## src/rtl/cache_controller.sv

```systemverilog
// Direct-mapped, write-through, write-allocate cache controller.
// Owns tag/valid storage, resolves hits in IDLE with zero latency and sends misses
// and all writes through a single-word req/ack handshake to off-chip memory. Every
// off-chip transaction finishes with one COMMIT cycle that writes the data array.
module cache_controller #(
    parameter int unsigned ADDR_W  = 16,
    parameter int unsigned DATA_W  = 16,
    parameter int unsigned INDEX_W = 8
) (
    input  logic                clk,
    input  logic                rst,
    input  logic                cpu_rd,
    input  logic                cpu_wr,
    input  logic [ADDR_W-1:0]   cpu_addr,
    input  logic [DATA_W-1:0]   cpu_wdata,
    output logic [DATA_W-1:0]   cpu_rdata,
    output logic                stall,
    output logic [INDEX_W-1:0]  cache_addr,
    output logic [DATA_W-1:0]   cache_wdata,
    output logic                cache_we,
    input  logic [DATA_W-1:0]   cache_rdata,
    output logic                mem_req,
    output logic                mem_we,
    output logic [ADDR_W-1:0]   mem_addr,
    output logic [DATA_W-1:0]   mem_wdata,
    input  logic [DATA_W-1:0]   mem_rdata,
    input  logic                mem_ack
);

    localparam int unsigned TAG_W = ADDR_W - INDEX_W;
    localparam int unsigned LINES = 1 << INDEX_W;

    typedef enum logic [1:0] {
        StIdle,
        StMemRd,
        StMemWr,
        StCommit
    } state_e;

    state_e              state_q, state_d;
    logic [ADDR_W-1:0]   addr_q, addr_d;
    logic [DATA_W-1:0]   wdata_q, wdata_d;
    logic [DATA_W-1:0]   fill_q, fill_d;
    logic [LINES-1:0]    valid_q;
    logic [TAG_W-1:0]    tag_q [LINES];

    logic [INDEX_W-1:0]  cpu_index;
    logic [TAG_W-1:0]    cpu_tag;
    logic [INDEX_W-1:0]  lat_index;
    logic [TAG_W-1:0]    lat_tag;
    logic                hit;

    assign cpu_index = cpu_addr[INDEX_W-1:0];
    assign cpu_tag   = cpu_addr[ADDR_W-1:INDEX_W];
    assign lat_index = addr_q[INDEX_W-1:0];
    assign lat_tag   = addr_q[ADDR_W-1:INDEX_W];

    // Only meaningful in IDLE; other states never look at it.
    assign hit = valid_q[cpu_index] && (tag_q[cpu_index] == cpu_tag);

    // Off-chip address/data and array write data come straight from latched state.
    assign mem_addr    = addr_q;
    assign mem_wdata   = wdata_q;
    assign cache_wdata = fill_q;

    // Next-state and output decode; request strobes depend on state_q only.
    always_comb begin
        state_d    = state_q;
        addr_d     = addr_q;
        wdata_d    = wdata_q;
        fill_d     = fill_q;
        stall      = 1'b0;
        mem_req    = 1'b0;
        mem_we     = 1'b0;
        cache_we   = 1'b0;
        cache_addr = cpu_index;
        cpu_rdata  = cache_rdata;
        case (state_q)
            StIdle: begin
                // A write takes priority over a simultaneous read.
                if (cpu_wr) begin
                    stall   = 1'b1;
                    addr_d  = cpu_addr;
                    wdata_d = cpu_wdata;
                    state_d = StMemWr;
                end else if (cpu_rd && !hit) begin
                    stall   = 1'b1;
                    addr_d  = cpu_addr;
                    state_d = StMemRd;
                end
            end
            StMemRd: begin
                stall   = 1'b1;
                mem_req = 1'b1;
                if (mem_ack) begin
                    fill_d  = mem_rdata;
                    state_d = StCommit;
                end
            end
            StMemWr: begin
                stall   = 1'b1;
                mem_req = 1'b1;
                mem_we  = 1'b1;
                if (mem_ack) begin
                    fill_d  = wdata_q;
                    state_d = StCommit;
                end
            end
            StCommit: begin
                // CPU retires here; its request lines are ignored this cycle.
                cache_we   = 1'b1;
                cache_addr = lat_index;
                cpu_rdata  = fill_q;
                state_d    = StIdle;
            end
            default: state_d = StIdle;
        endcase
    end

    // State, latched request, fill buffer and valid bits with synchronous reset.
    always_ff @(posedge clk) begin
        if (rst) begin
            state_q <= StIdle;
            addr_q  <= '0;
            wdata_q <= '0;
            fill_q  <= '0;
            valid_q <= '0;
        end else begin
            state_q <= state_d;
            addr_q  <= addr_d;
            wdata_q <= wdata_d;
            fill_q  <= fill_d;
            if (state_q == StCommit) begin
                valid_q[lat_index] <= 1'b1;
            end
        end
    end

    // Tag storage needs no reset: an entry is only trusted once its valid bit is set.
    always_ff @(posedge clk) begin
        if (!rst && state_q == StCommit) begin
            tag_q[lat_index] <= lat_tag;
        end
    end

endmodule

```

## config.mk

```make
export PLATFORM = sky130hd
export DESIGN_NAME = cache_controller
export DESIGN_NICKNAME = d
export VERILOG_FILES = /design/src/rtl/cache_controller.sv
export SDC_FILE = /design/constraint.sdc
export NUM_CORES = 2
export LEC_CHECK = 0
export ABC_AREA = 1
export CAP_MARGIN = 20
export CORE_MARGIN = 2
export CORE_UTILIZATION = 40
export DETAILED_ROUTE_END_ITERATION = 12
export MAX_ROUTING_LAYER = met4
export PLACE_DENSITY_LB_ADDON = 0.12
export SKIP_LAST_GASP = 1
export SLEW_MARGIN = 20
export SYNTH_ARGS = -nofsm -noshare
export SYNTH_HDL_FRONTEND = slang
export SYNTH_SLANG_ARGS = --single-unit
```

## constraint.sdc

```tcl
create_clock -name clk -period 4.78 [get_ports clk]
set_input_delay 1.195 -clock clk [delete_from_list [all_inputs] [get_ports clk]]
set_output_delay 1.195 -clock clk [all_outputs]
set_load 0.02 [all_outputs]
```

# ---- Word-level counts from Yosys, hierarchy flattened
# Memories as Yosys holds them, arrays and structs flattened.
# Index checks and enable logic that the tools add are counted.
dict set report classes {
  magnitude_cmp 3
  n_eq_ne 8
  mux 23
  bitwise 1
  reduce_logical 14
}
# cell n
set ops {}
lappend ops {{bitwise OR 256 bit} 1}
lappend ops {{two-way mux 16 bit} 5}
lappend ops {{case mux 16 bit (2 select lines)} 1}
lappend ops {{less-than comparator 8 x 9 -> 1 bit, second input constant} 2}
lappend ops {{two-way mux 1 bit} 9}
lappend ops {{binary-select mux 1 bit (select 8 bit)} 1}
lappend ops {{demux 1 bit (select 8 bit)} 1}
lappend ops {{equality test 8 bit} 1}
lappend ops {{greater-or-equal comparator 8 x 1 -> 1 bit, second input constant} 1}
lappend ops {{two-way mux 8 bit} 1}
lappend ops {{two-way mux 2 bit} 3}
lappend ops {{case mux 2 bit (3 select lines)} 1}
lappend ops {{AND reduction 2 bit} 3}
lappend ops {{equality test 2 bit, second input constant} 2}
lappend ops {{logical AND 1 bit} 4}
lappend ops {{inequality test 2 bit, second input constant} 2}
lappend ops {{nonzero test 2 bit} 2}
lappend ops {{inequality test 3 bit, second input constant} 1}
lappend ops {{AND reduction 3 bit} 1}
lappend ops {{equality test 2 x 1 -> 1 bit, second input constant} 1}
lappend ops {{logical NOT 1 bit} 2}
lappend ops {{logical NOT 2 bit} 1}
lappend ops {{inequality test 2 x 1 -> 1 bit, second input constant} 1}
lappend ops {{case mux 1 bit (2 select lines)} 1}
lappend ops {{OR reduction 2 bit} 1}
dict set report word_totals {
  reg_bits 306
  ram_bits 2048
  in_bits 69
  out_inout_bits 76
  elab_cells 55
  n_memories 1
}
# name words word_bits read_ports rd_ports_with_merged_regs write_ports line_no
set memory_table {}
lappend memory_table {tag_q 256 8 1 0 1 45} ;# logic [TAG_W-1:0] tag_q [LINES];

# ---- Logic depth before layout (Yosys ltp)
dict set report depth {
  depth_word 8
  depth_mapped 25
  ltp_nobuf 21
}

# ---- Worst setup path after synthesis
# OpenSTA, ideal clock, no wires.
dict set report synth_timing {
  kind {register to output}
  startpoint {register addr_q[10] (netlist: mem_addr[10])}
  endpoint {output port mem_addr[10]}
  arrival_time_ns 3.526
  required_time_ns 3.585
  setup_slack_ns 0.059
  path_stages_with_launch 1
  n_path_buf 0
  cell_sequence {dfxtp_1}
}
# element line_no
set synth_rtl {}
lappend synth_rtl {{from (decl)} 41} ;# logic [ADDR_W-1:0] addr_q, addr_d;
lappend synth_rtl {{from (signal assigned)} 130} ;# addr_q <= addr_d;
lappend synth_rtl {{to (decl)} 24} ;# output logic [ADDR_W-1:0] mem_addr,
# No word-level cell between the ends.

# ---- Worst setup path after layout
dict set report layout_timing {
  startpoint {input port cpu_addr[1]}
  endpoint {output port stall}
}
dict set report layout_between {
  elab_chain_cells 8
  elab_cells_between_ends 10
  cone_classes {1 x eq/ne; 5 x mux; 3 x reduce/logical; 1 x memory}
}
# element line_no
set layout_rtl {}
lappend layout_rtl {{from (decl)} 14} ;# input logic [ADDR_W-1:0] cpu_addr,
lappend layout_rtl {{memory read (256 x 8 bit) / binary-select mux 1 bit (select 8 bit) (equally long branches)} -}
lappend layout_rtl {{equality test 8 bit / two-way mux 1 bit (equally long branches)} 59} ;# assign hit = valid_q[cpu_index] && (tag_q[cpu_index] == cpu_tag);
lappend layout_rtl {{logical AND 1 bit *} 59}
lappend layout_rtl {{logical NOT 1 bit *} 86} ;# end else if (cpu_rd && !hit) begin
lappend layout_rtl {{logical AND 1 bit *} 86}
lappend layout_rtl {{two-way mux 1 bit *} 86}
lappend layout_rtl {{two-way mux 1 bit *} 81} ;# if (cpu_wr) begin
lappend layout_rtl {{case mux 1 bit (2 select lines) *} 78} ;# case (state_q)
lappend layout_rtl {{to (decl)} 17} ;# output logic stall,
# Every way passes the cells marked *; elsewhere a longest branch is shown, timed or not. The select of a mux whose other input is x is not followed.

==> results.json <==
{
  "postLayoutSetupSlackWorst_ns": -0.575,
  "grt_pass1_vias": 65400,
  "track_usage": 0.259,
  "htree_levels": 4,
  "synth_fp_nets": 8804,
  "required_ns": 3.59,
  "io_buffer_count": 144,
  "crit_arrival_ns": 4.16,
  "cts_buffer_depth": 3,
  "nets": 9157,
  "period_needed_ns": 5.35,
  "dp_slack_ns": -1.57,
  "crit_type": "in -> out",
  "syn_inst": 8730,
  "synthTopCellsByArea": "edfxtp_1 (64%), nand3_1 (12%), nand2_1 (9.9%)",
  "synth-seq-cells": 2354,
  "finalMaxSlewViolations": 0,
  "die-height_um": 493,
  "path_buf_inv": 7,
  "grt_pass1_wl_um": 453000,
  "fmax_ghz": 0.187,
  "end_kind": "primary output",
  "ys_seq_area_frac": 0.708,
  "finClkSkew_ns": 0.0448,
  "max_slew_margin": 0.226,
  "synthAdderAreaFrac": 0.000655,
  "synth_xor_area_frac": 0,
  "fp.coreArea_um2": 238000,
  "numCtsBuffers": 240,
  "path_max_fanout": 12,
  "dr.pass1.iters": 6,
  "ys_warn_count": 0,
  "drc_errors": 0,
  "avgSynthCellArea_um2": 10.9,
  "worst_pin_slew_ns": 1.16,
  "yosys.area.top_type": "edfxtp_1",
  "start_util": 0.402,
  "grt_max_degree": 143,
  "worstSkewPairLatency_ns": 0.90,
  "status": "finished, violations left",
  "setup_viol": 1,
  "design.die.area_um2": 243000,
  "initialDrtViolationCount": 8219,
  "fin_area_um2": 116000,
  "wl_per_cell_um": 25.6,
  "p_leak_nw": 41.2,
  "fin_util": 0.487,
  "clkTransAtPathRegs_ns": 0.06,
  "fin_tns_setup_ns": -0.575,
  "violations": "setup timing",
  "synthSimpleGateAreaFrac": 0.231,
  "synthToLayoutAreaGrowth_pct": 21.0,
  "cts-root-buf": "clkbuf_16",
  "antenna_found_initial": 18,
  "rows": 179,
  "place_area_um2": 104000,
  "p_sw_frac": 0.274,
  "pwr-share-clk": 0.370,
  "gp_congestion": 0.918,
  "synth_top_family_by_area": "simple AND/OR/NAND/NOR gates",
  "synth_mux_area_frac": 0,
  "synth.distinct_cells": 25,
  "syn-cell-area_um2": 95500,
  "maxCapViolCount": 0,
  "ios": 145,
  "netlist.area_leader.share": 0.644,
  "stdcell_count": 12500,
  "fillCellCount": 21400,
  "p_int_w": 0.0364,
  "rsz0062_at_grt": "yes",
  "layout-drive-gt1-share": 0.137,
  "power_density_nw_per_um2": 434,
  "vdd_drop_max_v": 0.000410,
  "grt-ovfl-total": 0,
  "worst_path_max_delay_cell": "buf_16",
  "dp.cells": 11900,
  "startpoint_type": "primary input",
  "die_x_um": 493,
  "hold_class": "reg -> reg",
  "crit_family": "simple AND/OR/NAND/NOR gates",
  "period_share": 1.12,
  "netSwitchingPower_w": 0.0137,
  "synth-compound-area-share": 0.0263,
  "ctsHoldBuffers": 0,
  "vias": 69400,
  "viasPerCell": 5.57,
  "ant_nets": 0,
  "cts_sinks": 2354,
  "path_cells": "buf_16 > clkinv_16 > buf_16 > buf_6 > buf_4 > nand3_1 > nand3_1 > nand3_1 > nand3_2 > nand3_2 > nand3_2 > nand3_2 > nand2_1 > nand2_1 > nand3_1 > nor2_2 > nand2_4 > nand2_4 > a21boi_4 > nor2_1 > buf_4 > nor2_4 > buf_6",
  "hold_violations": 0,
  "seq_power_share": 0.489,
  "cts_tree": "done",
  "dp_hpwl_um": 188000,
  "routed_wl_um": 319000,
  "pwr-share-comb": 0.141,
  "slowest_delay_ns": 0.20
}
## path summary, 6_finish.rpt
path                         endpoint  cells after the start  slack (ns)                startpoint
max                             stall                     23       -0.57               cpu_addr[1]
min          valid_q[12]$_SDFFE_PP0P_                      2        0.46  valid_q[12]$_SDFFE_PP0P_
max reg2reg   tag_q[103][4]$_DFFE_PP_                      8        0.83   state_q[1]$_SDFFE_PP0P_
min reg2reg  valid_q[12]$_SDFFE_PP0P_                      2        0.46  valid_q[12]$_SDFFE_PP0P_
## metrics by stage
step                power (W)  hold WS, ns
finish                 0.0502        0.456
floorplan              0.0282        0.428
detailed placement     0.0316        0.445
global placement       0.0315        0.437
global route           0.0516        0.473
CTS                    0.0501        0.460
## cells by family (layout without fill, tap and decap cells)
| family | count (synthesis) | in the layout |
|---|---|---|
| AOI/OAI and AO/OA | 488 | 488 |
| buffers and inverters | 738 | 1303 |
| DFF | 2354 | 2354 |
| and+or+nand+nor | 5145 | 5145 |
| other | 0 | 5 |
| adders and majority gates | 5 | 5 |
## placed cells by master, fill, tap and decap left out, drive strengths merged
cell type and instances:
clkbuf 358, bufbuf 6, a21boi 1, clkinv 102
bufinv 17, nor3 1, nand3 2197, nand4 1
dfxtp 306, edfxtp 2048, o22ai 46, and3 1
or2 1, nor2 419, a21oi 64, nand2 2525
clkinvlp 3, o21ai 377, clkdlybuf4s50 136, diode 5
ha 5, inv 86, buf 595
## per-layer routing
layer / global-route usage / routed length [um] / vias to the layer above
met5: - / 0 / -
met1: 0.360 / 138000 / 34600
met3: 0.0391 / 24200 / 398
met4: 0.0737 / 7650 / 0
met2: 0.396 / 149000 / 2948
li1: - / - / 31400
## synthesized netlist by cell type
cell / count
a21boi_4: 1
a21oi_1: 64
and3_1: 1
buf_1: 53
buf_2: 334
buf_4: 9
buf_6: 1
clkbuf_1: 260
clkinv_1: 1
dfxtp_1: 306
edfxtp_1: 2048
ha_1: 5
inv_1: 78
inv_2: 2
nand2_1: 2522
nand2_2: 1
nand2_4: 2
nand3_1: 2197
nand4_1: 1
nor2_1: 419
nor3_1: 1
o21ai_0: 376
o21ai_1: 1
o22ai_1: 46
or2_2: 1
## flip-flops by register name (all words and copies together), names as in the netlist
signal / count
tag_q: 2048
valid_q: 256
cache_wdata: 16
mem_addr: 16
mem_wdata: 16
state_q: 2
## tightest hold or removal path: cells and delay by family (launching register included)
family          cells  cell delay (ns)
flops               1             0.32
simple gates        1             0.05
compound gates      1             0.05
## area by class of cell
type / count / area (um2) / area share
Antenna cell: 5 / 12.5 / 0.000108
Clock buffer: 328 / 6530 / 0.0564
Clock inverter: 126 / 1200 / 0.0104
Inverter: 81 / 378 / 0.00327
Multi-Input combinational cell: 5638 / 26600 / 0.230
Sequential cell: 2354 / 67700 / 0.585
Tap cell: 3167 / 3960 / 0.0343
Timing Repair Buffer: 767 / 9310 / 0.0805
Timing Repair inverter: 1 / 20.0 / 0.000173
## power groups by stage
stage	clock network, W	logic, W	registers [W]
6_report	0.0186	0.00706	0.0245
3_3_place_gp	0	0.00654	0.0250
3_5_place_dp	0	0.00658	0.0250
5_1_grt	0.0196	0.00750	0.0245
2_1_floorplan	0	0.00213	0.0260
4_1_cts	0.0188	0.00674	0.0245
## timing repair
item | CTS | global route
setup buffers | 18 | 27
pin swaps | 6 | 69
gates cloned | 13 | 32
resized for setup | 148 | 321
setup endpoints to repair | 1 | 1
Power figures use the tool's default switching activity.
